==> config.mk <==
export PLATFORM = sky130hd
export DESIGN_NAME = mod_counter_bcd
export DESIGN_NICKNAME = d
export VERILOG_FILES = /design/src/rtl/mod_counter_bcd_pkg.sv /design/src/rtl/mod_counter_bcd_bin2bcd2.sv /design/src/rtl/mod_counter_bcd.sv
export SDC_FILE = /design/constraint.sdc
export NUM_CORES = 1
export LEC_CHECK = 0
export CAP_MARGIN = 25
export CORE_MARGIN = 1
export CORE_UTILIZATION = 48
export CTS_CLUSTER_DIAMETER = 150
export DETAILED_ROUTE_END_ITERATION = 10
export MAX_ROUTING_LAYER = met4
export PLACE_DENSITY = 0.78
export SLEW_MARGIN = 20
export SYNTH_ARGS = -nofsm -noshare
export SYNTH_HDL_FRONTEND = slang
export SYNTH_SLANG_ARGS = --single-unit
==> constraint.sdc <==
create_clock -name clk50 -period 3.6 [get_ports clk50]
set_input_delay 0.9 -clock clk50 [delete_from_list [all_inputs] [get_ports clk50]]
set_output_delay 0.9 -clock clk50 [all_outputs]
set_load 0.01 [all_outputs]
==> src/rtl/mod_counter_bcd_pkg.sv <==
// -----------------------------------------------------------------------------
// mod_counter_bcd_pkg
//   Shared constants and types for the clock-digit counter family.
//   - Standard moduli for seconds, minutes and hours (24 h and 12 h).
//   - Default auto-repeat timing for a 50 MHz clock (used when the
//     HOLD_REPEAT_EN macro is defined in the counter).
//   - act_e: the single action a counter performs in a given cycle.
// -----------------------------------------------------------------------------
package mod_counter_bcd_pkg;

    localparam int MOD_SEC    = 60;
    localparam int MOD_MIN    = 60;
    localparam int MOD_HOUR   = 24;
    localparam int MOD_HOUR12 = 12;

    // 0.5 s before auto-repeat starts, then 5 steps per second at 50 MHz.
    localparam int DEF_REPEAT_DELAY  = 25_000_000;
    localparam int DEF_REPEAT_PERIOD = 10_000_000;

    // Width of the binary input of the BCD splitter (covers 0..99).
    localparam int BCD_BIN_W = 7;

    typedef enum logic [1:0] {
        ACT_NONE,
        ACT_ADJ_UP,
        ACT_ADJ_DN,
        ACT_TICK
    } act_e;

endpackage

==> src/rtl/mod_counter_bcd_bin2bcd2.sv <==
// -----------------------------------------------------------------------------
// bin2bcd2
//   Combinational split of a binary value 0..99 into two BCD digits.
//   Ports:
//     bin_i   in  7  binary value (0..99)
//     tens_o  out 4  bin_i / 10
//     ones_o  out 4  bin_i % 10
// -----------------------------------------------------------------------------
module bin2bcd2
    import mod_counter_bcd_pkg::*;
(
    input  logic [BCD_BIN_W-1:0] bin_i,
    output logic [3:0]           tens_o,
    output logic [3:0]           ones_o
);

    // Division by a constant; both quotient and remainder fit in 4 bits
    // for the legal input range.
    assign tens_o = 4'(bin_i / 7'd10);
    assign ones_o = 4'(bin_i % 7'd10);

endmodule

==> src/rtl/mod_counter_bcd.sv <==
// -----------------------------------------------------------------------------
// mod_counter_bcd
//   Modulo-MODULUS clock digit (seconds / minutes / hours) with manual adjust.
//   Advances on a rising edge of the lower stage's carry level, can be stepped
//   up or down with a debounced button, and emits a one-cycle carry pulse when
//   a tick wraps MODULUS-1 -> 0. Adjust wraps never produce a carry.
//
//   Optional feature, macro HOLD_REPEAT_EN:
//     defined   - holding the button auto-repeats the adjust after REPEAT_DELAY
//                 cycles, then every REPEAT_PERIOD cycles until release.
//     undefined - exactly one adjust per press; REPEAT_* are only range-checked.
//
//   Ports:
//     clk50     in  1   system clock
//     reset     in  1   synchronous reset, active-low
//     tick_in   in  1   carry level from lower stage; rising edge = +1
//     hold      in  1   1: tick edges are dropped (adjust still works)
//     btn_n     in  1   adjust button, active-low, debounced
//     dir_up    in  1   1: adjust +1, 0: adjust -1
//     count     out CW  binary count, CW = $clog2(MODULUS)
//     bcd_tens  out 4   count / 10
//     bcd_ones  out 4   count % 10
//     carry_out out 1   registered one-cycle pulse on tick wrap
// -----------------------------------------------------------------------------
module mod_counter_bcd
    import mod_counter_bcd_pkg::*;
#(
    parameter int MODULUS       = MOD_HOUR,
    parameter int RESET_VALUE   = 0,
    parameter int REPEAT_DELAY  = DEF_REPEAT_DELAY,
    parameter int REPEAT_PERIOD = DEF_REPEAT_PERIOD,
    localparam int CW           = (MODULUS > 2) ? $clog2(MODULUS) : 1
)
(
    input  logic          clk50,
    input  logic          reset,
    input  logic          tick_in,
    input  logic          hold,
    input  logic          btn_n,
    input  logic          dir_up,
    output logic [CW-1:0] count,
    output logic [3:0]    bcd_tens,
    output logic [3:0]    bcd_ones,
    output logic          carry_out
);

    localparam logic [CW-1:0] MAX_C = CW'(MODULUS - 1);
    localparam logic [CW-1:0] RST_C = CW'(RESET_VALUE);

    if (MODULUS < 2 || MODULUS > 100 || RESET_VALUE < 0 || RESET_VALUE >= MODULUS ||
        REPEAT_PERIOD < 1 || REPEAT_DELAY < REPEAT_PERIOD - 1) begin : g_bad_params
        $error("mod_counter_bcd: illegal parameter combination");
    end

    logic [CW-1:0] count_q, count_d;
    logic          carry_q, carry_d;
    logic          tick_prev_q;
    logic          btn_prev_q;
    logic          tick_pend_q, tick_pend_d;
    logic          tick_edge, btn_edge, rep_fire;
    act_e          act;

    assign tick_edge = tick_in & ~tick_prev_q & ~hold;
    assign btn_edge  = ~btn_n & btn_prev_q;

`ifdef HOLD_REPEAT_EN
    localparam int RW = (REPEAT_DELAY > 0) ? $clog2(REPEAT_DELAY + 1) : 1;
    localparam logic [RW-1:0] REP_AT     = RW'(REPEAT_DELAY);
    // Reloading to DELAY-PERIOD+1 makes the next match exactly PERIOD cycles later.
    localparam logic [RW-1:0] REP_RELOAD = RW'(REPEAT_DELAY - REPEAT_PERIOD + 1);

    logic [RW-1:0] rep_q, rep_d;

    // rep_q holds the number of cycles since the press edge (0 on the edge cycle).
    always_comb begin
        rep_fire = 1'b0;
        rep_d    = rep_q;
        if (btn_n) begin
            rep_d = '0;
        end else if (rep_q == REP_AT) begin
            rep_fire = 1'b1;
            rep_d    = REP_RELOAD;
        end else begin
            rep_d = rep_q + RW'(1);
        end
    end

    always_ff @(posedge clk50) begin
        if (!reset) begin
            rep_q <= '0;
        end else begin
            rep_q <= rep_d;
        end
    end
`else
    assign rep_fire = 1'b0;
`endif

    // Button (edge or repeat) outranks the tick; a tick seen alongside an
    // adjust is parked in tick_pend and served on the following cycle.
    always_comb begin
        act = ACT_NONE;
        if (btn_edge || rep_fire) begin
            act = dir_up ? ACT_ADJ_UP : ACT_ADJ_DN;
        end else if (tick_edge || tick_pend_q) begin
            act = ACT_TICK;
        end
    end

    always_comb begin
        count_d     = count_q;
        carry_d     = 1'b0;
        tick_pend_d = tick_pend_q;
        case (act)
            ACT_ADJ_UP: begin
                count_d     = (count_q >= MAX_C) ? '0 : count_q + CW'(1);
                tick_pend_d = tick_edge | tick_pend_q;
            end
            ACT_ADJ_DN: begin
                // An out-of-range value also steps down to the top of the range.
                count_d     = (count_q == '0 || count_q > MAX_C) ? MAX_C : count_q - CW'(1);
                tick_pend_d = tick_edge | tick_pend_q;
            end
            ACT_TICK: begin
                if (count_q >= MAX_C) begin
                    count_d = '0;
                    carry_d = 1'b1;
                end else begin
                    count_d = count_q + CW'(1);
                end
                tick_pend_d = 1'b0;
            end
            default: begin
                count_d = count_q;
            end
        endcase
    end

    always_ff @(posedge clk50) begin
        if (!reset) begin
            count_q     <= RST_C;
            carry_q     <= 1'b0;
            tick_prev_q <= 1'b0;
            btn_prev_q  <= 1'b1;
            tick_pend_q <= 1'b0;
        end else begin
            count_q     <= count_d;
            carry_q     <= carry_d;
            tick_prev_q <= tick_in;
            btn_prev_q  <= btn_n;
            tick_pend_q <= tick_pend_d;
        end
    end

    assign count     = count_q;
    assign carry_out = carry_q;

    bin2bcd2 u_bcd (
        .bin_i  (BCD_BIN_W'(count_q)),
        .tens_o (bcd_tens),
        .ones_o (bcd_ones)
    );

endmodule
Word-level counts from Yosys, hierarchy flattened
Cells that the tools add are included.
{ "word_totals": {"regBits": 9, "input_bits": 6, "out_inout_bits": 14, "wordCells": 37} }
{ "classes": {"addsub": 2, "div": 2, "order_cmp": 2, "eq_ne": 3, "muxes": 8, "bitwise_logic": 7, "n_reduce_logical": 8} }
{ "ops": {"columns": ["cell", "n"], "rows": [
  ["$mux W5", 2],
  ["$pmux W5 S2", 1],
  ["$div A5 B4 Y7 const B", 1],
  ["$mod A5 B4 Y7 const B", 1],
  ["$mux W2", 3],
  ["$add A5 B1 Y5 const B", 1],
  ["$ge A5 B5 Y1 const B", 1],
  ["$gt A5 B5 Y1 const B", 1],
  ["$logic_not A5 Y1", 1],
  ["$sub A5 B1 Y5 const B", 1],
  ["$eq A2 B2 Y1 const B", 2],
  ["$reduce_bool A2 Y1", 2],
  ["$reduce_or A2 Y1", 2],
  ["$and A1 B1 Y1", 3],
  ["$not A1 Y1", 3],
  ["$eq A2 B1 Y1 const B", 1],
  ["$logic_or A1 B1 Y1", 2],
  ["$pmux W1 S2", 1],
  ["$reduce_and A2 Y1", 1],
  ["$mux W1", 1],
  ["$or A1 B1 Y1", 1]
]} }

Depth between registers and ports, before layout
Gate-level depths: netlist of run 1.
{ "depth": {"word_depth": 9, "ltp_mapped": 10, "depth_no_buf": 10} }

Cells and area by module
A second synthesis of run 1 with hierarchy kept.
{ "unflattened": {"hier_cells": 124, "area_unflattened_um2": 1044.8} }
{ "modules_own_cells": {"columns": ["module", "n_inst", "cells_each", "area_each_um2", "seq_area_each_um2"], "rows": [
  ["mod_counter_bcd", 1, 68, 610.6, 180.2],
  ["bin2bcd2", 1, 56, 434.2, 0.0]
]} }

Worst setup path before layout of run 1
Ideal clock, no wire load.
{ "synth_path": {"path_kind": "reg-to-output", "from": "register count_q[3] (netlist: count[3])", "to": "output port bcd_ones[2]", "arrival_time_ns": 2.244, "required_ns": 2.700, "path_slack_ns": 0.456, "path_stages_with_launch": 11, "path_buffers": 1, "cell_sequence": "dfxtp_1 buf_4 or2_1 ha_1 and2b_1 a21oi_1 ha_1 nor2b_1 a211oi_2 a22oi_2 mux2i_1"} }
{ "synth_between": {"elab_chain_cells": 1} }
{ "synth_rtl": {"columns": ["element", "line_no", "text"], "rows": [
  ["start: declaration", "mod_counter_bcd.sv:55", "logic [CW-1:0] count_q, count_d;"],
  ["start signal: assignment", "mod_counter_bcd.sv:147", "count_q <= count_d;"],
  ["$mod A5 B4 Y7", "mod_counter_bcd_bin2bcd2.sv:20", "assign ones_o = 4'(bin_i % 7'd10);"],
  ["end: declaration", "mod_counter_bcd.sv:43", "output logic [3:0] bcd_ones,"]
]} }
Every way passes these cells.

Worst setup path after layout of run 1
{ "layout_path": {"from": "register count_q[2] (netlist: count[2])", "to": "output port bcd_ones[2]"} }
The elaborated chain is that of the path after synthesis.

==> metrics list, run 1 <==
* Post-Route Skew: 0.00210 ns
- The worst hold path passes through 2 cells.
- After the first detailed-routing iteration, the DRC count stood at 7.
* Placeable core region: 1560 µm²
- Sequential share of power: 0.296
* DIE AREA: 1910 µm²
* Post-synthesis cell type count: 47
- The smallest clock period supported by the final layout is computed as 3.40 ns.
* I/O pins: 20
- Critical Path Fanout Max: 6
- Count of buffer and inverter cells on the critical path: 1
* Met2 layer usage reported by global route: 0.334
- Final wirelength: 1720 µm
- Kind of cell with the highest combined delay on the critical path: simple AND/OR/NAND/NOR gates
- Tracing the worst setup path back leads to its startpoint at count[2]$_SDFFE_PN0P_.
* Cells after Synth: 95
- TritonCTS Sinks: 9
- At the end of routability-driven placement, the weighted congestion stood at 0.889.
- Counting flops with a built-in enable in the synthesized netlist gives 0.
- Worst R2R Setup Slack: 2.02 ns
- Clock Pin Slew Worst Setup and Hold Paths: 0.06 ns
- Of the total power, combinational logic draws 0.508.
* Power per cell area: 357 nW/µm²
- The signal on the critical path passes through or2_1, ha_4, nor2b_1, a21oi_2, ha_2, nor2b_1, a211oi_2, a22oi_2, mux2i_1, dlygate4sd2_1.
- Drc violations: 2
- Initial antenna violation count: 0
- Detailed placement finished with a half-perimeter wire length of 1310 µm.
- Power comes to 375 µW.
* First-pass iteration count of the detailed router: 7
- Via count of the first global-routing pass: 617
- Class of the tightest hold or removal check: reg2reg
- Entering global routing, the biggest net connects 14 pins.
* Maximum Capacitance Violations: 0
- Clock buffer count from CTS: 3
- Buffers inserted to repair hold after CTS numbered 0.
- The most used flip-flop cell after synthesis is dfxtp_1.
* Type of the worst setup path: reg2out
- Measured along the y axis, the die boundary spans 43.7 µm.
- GRT Max-Usage Layer: met2
* Layout overhead on the synthesized area: 26.3%
- For this run, global-route usage on met1 was measured as 0.248.
- The average instance in the mapped netlist occupies 8.77 µm².
- Setup TNS: 0 ns
- The repair_antennas step left the layout with diodes totalling 0.
- For the worst-skew pair, the clock arrives at the later sink with an insertion delay of 0.25 ns.
- Vias per cell: 5.56
- In the final routed layout, each cell accounts on average for 13.0 µm.
* Inst Count DP: 127
- In this run the horizontal extent of the chip is 43.7 µm.
- Endpoint arrival time on the critical path: 2.50 ns
- Detailed routing inserted a total of 734 vias.
- Max Clk Rate: 294 MHz
- Fin crit share: 0.944
* Met3 capacity usage during global routing: 0.0625
- Design internal power: 246 µW
- NumNets Final: 129
- Total track usage: 0.204
- For this run, the number of Yosys warnings is 0.
- In this run the remaining antenna-violating nets after routing total 0.
- Worst reg2reg path startpoint: count[1]$_SDFFE_PN0P_
- In this design, the critical path's most frequently occurring cell is nor2b_1.
- Kind of start point of the critical path: flop
- In this run, synthesis produced a sequential element count of 9.
- Hold endpoint: tick_pend_q$_SDFFE_PN0P_
- Leak pwr: 0.000454 µW
* Starting Density: 0.535
- Async set-or-reset flop fraction in the synthesized netlist: 0
- The mapped netlist covers 833 µm².
- Across the VDD grid, the largest voltage drop is 290 µV.
- Fraction of power consumed by the clock network: 0.196
- The first global-routing pass estimated 2730 µm of wire.
- The initialized floorplan defines 14 standard-cell rows.
- The count of cells in the finished layout, fillers not included, comes to 132.
- Critical-path cell with the highest stage delay: dfxtp_1
- No sink is reached through more buffers than the 2 on the longest clock path.
* Clock root buffer master: clkbuf_4
- Sequential share of the synthesized area: 0.216
- The flow ran to the end, but the final reports show violations.
- DP Area: 1000 µm²
- For this design the total switching power over the nets is 130 µW.
* Layout Cell Area excl Fill: 1050 µm²
- Failing checks: DRC
- Of the cells placed in the final design, the portion with a size suffix greater than 1 is 0.207.
- STA classifies the critical path endpoint as an output port.
- CTS built an H-tree with a depth of 1.
- Fin. max-slew vios: 0
* Count of port buffers added during placement: 17
* Setup Viol. Count Final: 0
- The number of cells on the worst reg-to-reg path is 6.
- Remaining Overflow, GRT: 0
- RSZ-0062 raised after global routing: false
- TritonCTS built the clock tree.
- In this run the most critical hold path is launched from tick_pend_q$_SDFFE_PN0P_.
- The count of endpoints failing hold in the final timing report is 0.
* Proportion of total power due to net switching: 0.345
- The largest single stage delay on the critical path is 0.31 ns.
* R2r endpoint: count[0]$_SDFFE_PN0P_
- For the worst setup path, the data required time is 2.70 ns.
==> worst max-delay path by stage <==
| stage | to | slack [ns] | cells past startpoint |
|---|---|---|---|
| 3_3_place_gp | bcd_ones[2] | 0.18 | 10 |
| 3_5_place_dp | bcd_ones[2] | 0.09 | 10 |
| 6_report | bcd_ones[2] | 0.20 | 10 |
| 5_1_grt | bcd_ones[2] | 0.01 | 10 |
| 2_1_floorplan | bcd_ones[2] | 0.46 | 10 |
| 4_1_cts | bcd_ones[2] | 0.16 | 11 |
==> logic make-up (layout without fill, tap and decap cells) <==
logic type / after synthesis / count (layout) / synth area share
other: 1 / 2 / 0.00450
DFF: 9 / 9 / 0.216
buffers and inverters: 11 / 31 / 0.0946
and+or+nand+nor: 34 / 34 / 0.287
adders and majority gates: 6 / 6 / 0.0901
AOI/OAI and AO/OA: 26 / 26 / 0.222
muxes: 1 / 1 / 0.0120
xor gates and xnor gates: 7 / 7 / 0.0736
==> cell type report <==
| cell class | instances | area [µm²] |
|---|---|---|
| Fill cell | 144 | 507 |
| Clock buffer | 4 | 26.3 |
| Multi-Input combinational cell | 76 | 599 |
| Timing Repair Buffer | 23 | 211 |
| Sequential cell | 9 | 180 |
| Inverter | 4 | 15.0 |
| Tap cell | 16 | 20.0 |
==> layout by cell type (no fill, tap or decap), types with 2 or more instances in the layout <==
cell type and instances:
o21ai_1 3, dfxtp_1 9, buf_4 6, a31oi_1 4, a211o_1 2, clkdlybuf4s50_1 14, inv_1 3, nand3_1 3
o21ai_0 4, nor3b_2 2, nor3_1 2, nor2b_1 4, conb_1 2, xor2_1 5, dlygate4sd2_1 3, nor2_1 2
nand2_1 5, ha_1 4, clkbuf_4 3, xnor2_1 2
==> stage by stage <==
step | setup slack [ns] | hold slack (ns) | util
floorplan | 0.456 | 0.523 | -
global placement | 0.175 | 0.546 | 0.642
detailed placement | 0.0910 | 0.587 | 0.642
CTS | 0.164 | 0.605 | 0.667
global route | 0.0109 | 0.642 | 0.675
finish | 0.200 | 0.598 | 0.675
==> tightest hold or removal path: cells and delay by family, from the launching register on <==
family          cells  cell delay [ns]
compound gates      1             0.12
simple gates        1             0.12
flops               1             0.32
==> metal layers <==
layer	wire (µm)	vias to the layer above
met2	850	22
met4	0	0
met5	0	-
met3	80	0
met1	785	332
li1	-	380
==> power groups by stage <==
stage          logic [µW]  clock network [µW]  registers (µW)
3_3_place_gp          183                   0             112
3_5_place_dp          188                   0             113
2_1_floorplan         121                   0             121
5_1_grt               209                83.3             112
6_report              191                73.7             111
4_1_cts               187                78.4             111
==> repair_timing <==
item	in CTS	in global routing
pin swaps	2	1
setup endpoints to repair	2	3
gates resized for setup	6	2
setup buffers	1	0
==> cells in the mapped netlist (all sizes together) (2+ instances only) <==
cell type  n  area share
nand2      5       0.023
nor3       2       0.012
inv        4       0.018
a211o      2       0.021
and2       2       0.017
nor2       2      0.0090
a211oi     2       0.024
or2        2       0.015
nor4b      2       0.039
nor3b      3       0.039
xor2       5       0.053
nor2b      6       0.054
o21ai      7       0.042
dfxtp      9        0.22
a21oi      2       0.012
ha         6       0.090
nand3      4       0.030
buf        7       0.077
xnor2      2       0.021
a31oi      4       0.030
==> flip-flops by register name, indices dropped and copies added (netlist names) <==
signal and count:
carry_out 1, count 5, btn_prev_q 1, tick_prev_q 1, tick_pend_q 1
Power figures use the tool's default switching activity.
==> run 2: changes to the inputs <==
--- a/config.mk
+++ b/config.mk
@@ -5,6 +5,7 @@
 export SDC_FILE = /design/constraint.sdc
 export NUM_CORES = 1
 export LEC_CHECK = 0
+export ABC_CLOCK_PERIOD_IN_PS = 3600
 export CAP_MARGIN = 25
 export CORE_MARGIN = 1
 export CORE_UTILIZATION = 48
==> results of run 2 <==
No change in the layout: final DEF, timing and power equal those of run 1.
==> run 3: changes to the inputs <==
--- a/config.mk
+++ b/config.mk
@@ -11,9 +11,9 @@
 export CORE_UTILIZATION = 48
 export CTS_CLUSTER_DIAMETER = 150
 export DETAILED_ROUTE_END_ITERATION = 10
+export GPL_TIMING_DRIVEN = 0
 export MAX_ROUTING_LAYER = met4
 export PLACE_DENSITY = 0.78
-export SLEW_MARGIN = 20
 export SYNTH_ARGS = -nofsm -noshare
 export SYNTH_HDL_FRONTEND = slang
 export SYNTH_SLANG_ARGS = --single-unit
==> run 3 against run 2 <==
Effect of this change: the flow still finishes with violations (DRC); setup slack got worse by 0.057 ns; die area unchanged; global-route usage increased by 2.3 points; register-to-register slack got worse by 0.16 ns; clock-buffer cell count unchanged; largest cell class unchanged; core utilization increased by 3.9 points.
==> metrics list, run 3 (synthesis results as in run 1) <==
- Setup TNS: 0 ns
- Origin of the worst min-delay path: tick_pend_q$_SDFFE_PN0P_
- Max Clk Rate: 289 MHz
- Horizontal extent of the die: 43.7 µm
- For this run, the total global-route usage over all layers was measured as 0.228.
* Layout Cell Area excl Fill: 1110 µm²
- For this run, the detailed router's first-pass iteration total came to 7.
- The cell sitting at the root of the clock tree is a clkbuf_4.
- Count of hold-fix buffers inserted at cts: 0
- For this block, the routed nets add up to 1760 µm of wire.
- The worst hold path was traced through 2 stages.
* Setup Viol. Count Final: 0
- Starting Density: 0.535
* Via total after detailed routing: 780
* Highest-count cells in the layout ignoring fill and taps: clkdlybuf4s50_1, buf_4, dfxtp_1
- Max_slew headroom: 0.640
* Buffer levels on the longest clock path: 2
- Initial detailed-routing violation count: 21
- In this run the register-to-register setup slack is 1.86 ns.
* Crit path capture type: output port
* Overall power after layout: 396 µW
- The count of nets left with antenna violations once routing finished came out at 0.
* Endpoint arrival time on the critical path: 2.56 ns
* Net switching power: 138 µW
* Critical Path Fanout Max: 10
- The share of total power dissipated in sequential elements is 0.304.
* Placeable core region: 1560 µm²
- The wire-length estimate of the detail-placed layout is 1330 µm.
- Drc violations: 2
- For this run the aggregate overflow at the end of global routing stands at 0.
- The filler cells instantiated in the layout total 143.
- The number of antenna diodes in the final layout is 0.
- For this design, the sink count on the clock tree is 9.
- Met2 layer usage reported by global route: 0.352
- Number of flip-flops in the largest register: 5
* Fin. max-slew vios: 0
* Via count of the first global-routing pass: 699
- The later pin in the worst-skew pair is clocked with a latency of 0.27 ns.
- For this run, global-route usage on met3 was measured as 0.0625.
- The min-delay analysis places its worst path in the category reg2reg.
* I/O pins: 20
- The initial antenna violation count came to 0.
* R2r endpoint: count[0]$_SDFFE_PN0P_
* DIE AREA: 1910 µm²
- The smallest clock period supported by the final layout is computed as 3.46 ns.
* Layout overhead on the synthesized area: 33.6%
- Status: finished, violations left
- The worst setup path is launched from a flop.
- The final layout contains 134 nets.
* DP Area: 1030 µm²
* Slew @ Worst Pin: 0.537 ns
* Number of H-tree levels: 1
- In this run the tool buffered the top-level ports with 17 buffer cells.
- Met1 layer usage reported by global route: 0.285
- Fin crit share: 0.960
- After clock tree synthesis, the clock-pin slew on the worst setup and hold paths is 0.07 ns.
- Measured in cells, the most critical reg-to-reg path has a length of 6.
- Worst ir drop on vdd: 217 µV
- Row Count: 14
- Leading cell type in the layout, fill and taps excluded: clkdlybuf4s50_1
- Clock buffer count from CTS: 3
- Largest net degree at the start of global routing: 11
- Summed over all cells, the static leakage comes to 0.000500 µW.
- Proportion of total power due to net switching: 0.349
- The critical path is of the reg2out type.
- Worst reg2reg path startpoint: count[0]$_SDFFE_PN0P_
- After global routing, the most crowded layer is met2.
* Maximum Capacitance Violations: 0
- For this design the ratio of total power to cell area is 355 nW/µm².
- Of the cells placed in the final design, the portion with a size suffix greater than 1 is 0.289.
- Dividing the detail-routed via count by the number of cells gives 5.69.
* RSZ-0062 raised after global routing: false
- STA puts the critical path data required time at 2.70 ns.
- Weighted congestion at the end of routability-driven global placement: 0.896
- The count of endpoints failing hold in the final timing report was 0.
- TritonCTS clock tree: built
- The first global-routing pass estimated 3060 µm of wire.
* Failing checks: DRC
- On the final layout, the worst clock skew is 0.0127 ns.
- Chip height: 43.7 µm
* Fraction of power consumed by the clock network: 0.201
* Routed length per instance: 12.9 µm
- Hold endpoint: tick_pend_q$_SDFFE_PN0P_
- Share of power burned in combinational logic: 0.495
- Design internal power: 258 µW
-- run 3: changes by cell type in the layout (fill, tap and decap cells not counted), moves of 2 or more --
cell / previous run / this run
buf_6: 0 / 4
dfxtp_1: 9 / 7
dfxtp_2: 0 / 2
nor2b_1: 4 / 2
nor2b_2: 1 / 3
-- run 3: worst max path at each step --
stage / from / endpoint / slack [ns] / depth (start not counted)
after floorplan: count[3]$_SDFFE_PN0P_ / bcd_ones[2] / 0.46 / 10
after global placement: count[3]$_SDFFE_PN0P_ / bcd_ones[2] / -0.11 / 11
after detailed placement: count[3]$_SDFFE_PN0P_ / bcd_ones[2] / -0.23 / 11
after CTS: count[1]$_SDFFE_PN0P_ / bcd_ones[3] / 0.03 / 10
after global routing: count[3]$_SDFFE_PN0P_ / bcd_ones[2] / 0.009 / 12
final: count[3]$_SDFFE_PN0P_ / bcd_ones[2] / 0.14 / 12
-- run 3: worst max-delay path, stage by stage, from the launching register on --
cell,delay [ns]
dfxtp_2,0.34
buf_6,0.15
or2_4,0.26
ha_4,0.18
nor2b_2,0.18
a21oi_2,0.15
ha_2,0.21
nor2b_2,0.15
a211oi_2,0.05
a22oi_2,0.16
buf_4,0.15
mux2i_1,0.16
buf_2,0.15
-- run 3: final cells by class --
class	instances	area [µm²]	share of cell area
Multi-Input combinational cell	76	607	0.545
Timing Repair Buffer	21	195	0.175
Clock buffer	4	26.3	0.0236
Inverter	4	15.0	0.0135
Sequential cell	9	183	0.164
Tap cell	16	20.0	0.0180
Buffer	7	67.6	0.0607
-- run 3: through the flow --
| step | setup slack (ns) | instances | hold WS, ns | util |
|---|---|---|---|---|
| finish | 0.143 | 137 | 0.597 | 0.714 |
| global route | 0.00859 | 137 | 0.623 | 0.714 |
| CTS | 0.0324 | 136 | 0.590 | 0.707 |
| detailed placement | -0.234 | 129 | 0.571 | 0.659 |
| global placement | -0.113 | 129 | 0.546 | 0.659 |
| floorplan | 0.456 | 96 | 0.523 | - |
-- run 3: what timing repair did --
action / CTS / global route
setup endpoints to repair: 4 / 4
resized for setup: 16 / 2
pin swaps: 2 / 2
setup buffers: 3 / 1
-- run 3: power by group through the flow --
stage	Sequential, µW	Clock [µW]	Combinational (µW)
2_1_floorplan	121	0	121
3_3_place_gp	121	0	179
3_5_place_dp	121	0	184
4_1_cts	120	82.6	193
5_1_grt	122	87.4	214
6_report	120	79.7	196
-- run 3: metal layers --
layer  routed length (µm)  part of all wire
met5                    0                 0
met4                    9            0.0051
met3                  113             0.064
met2                  860              0.49
met1                  780              0.44
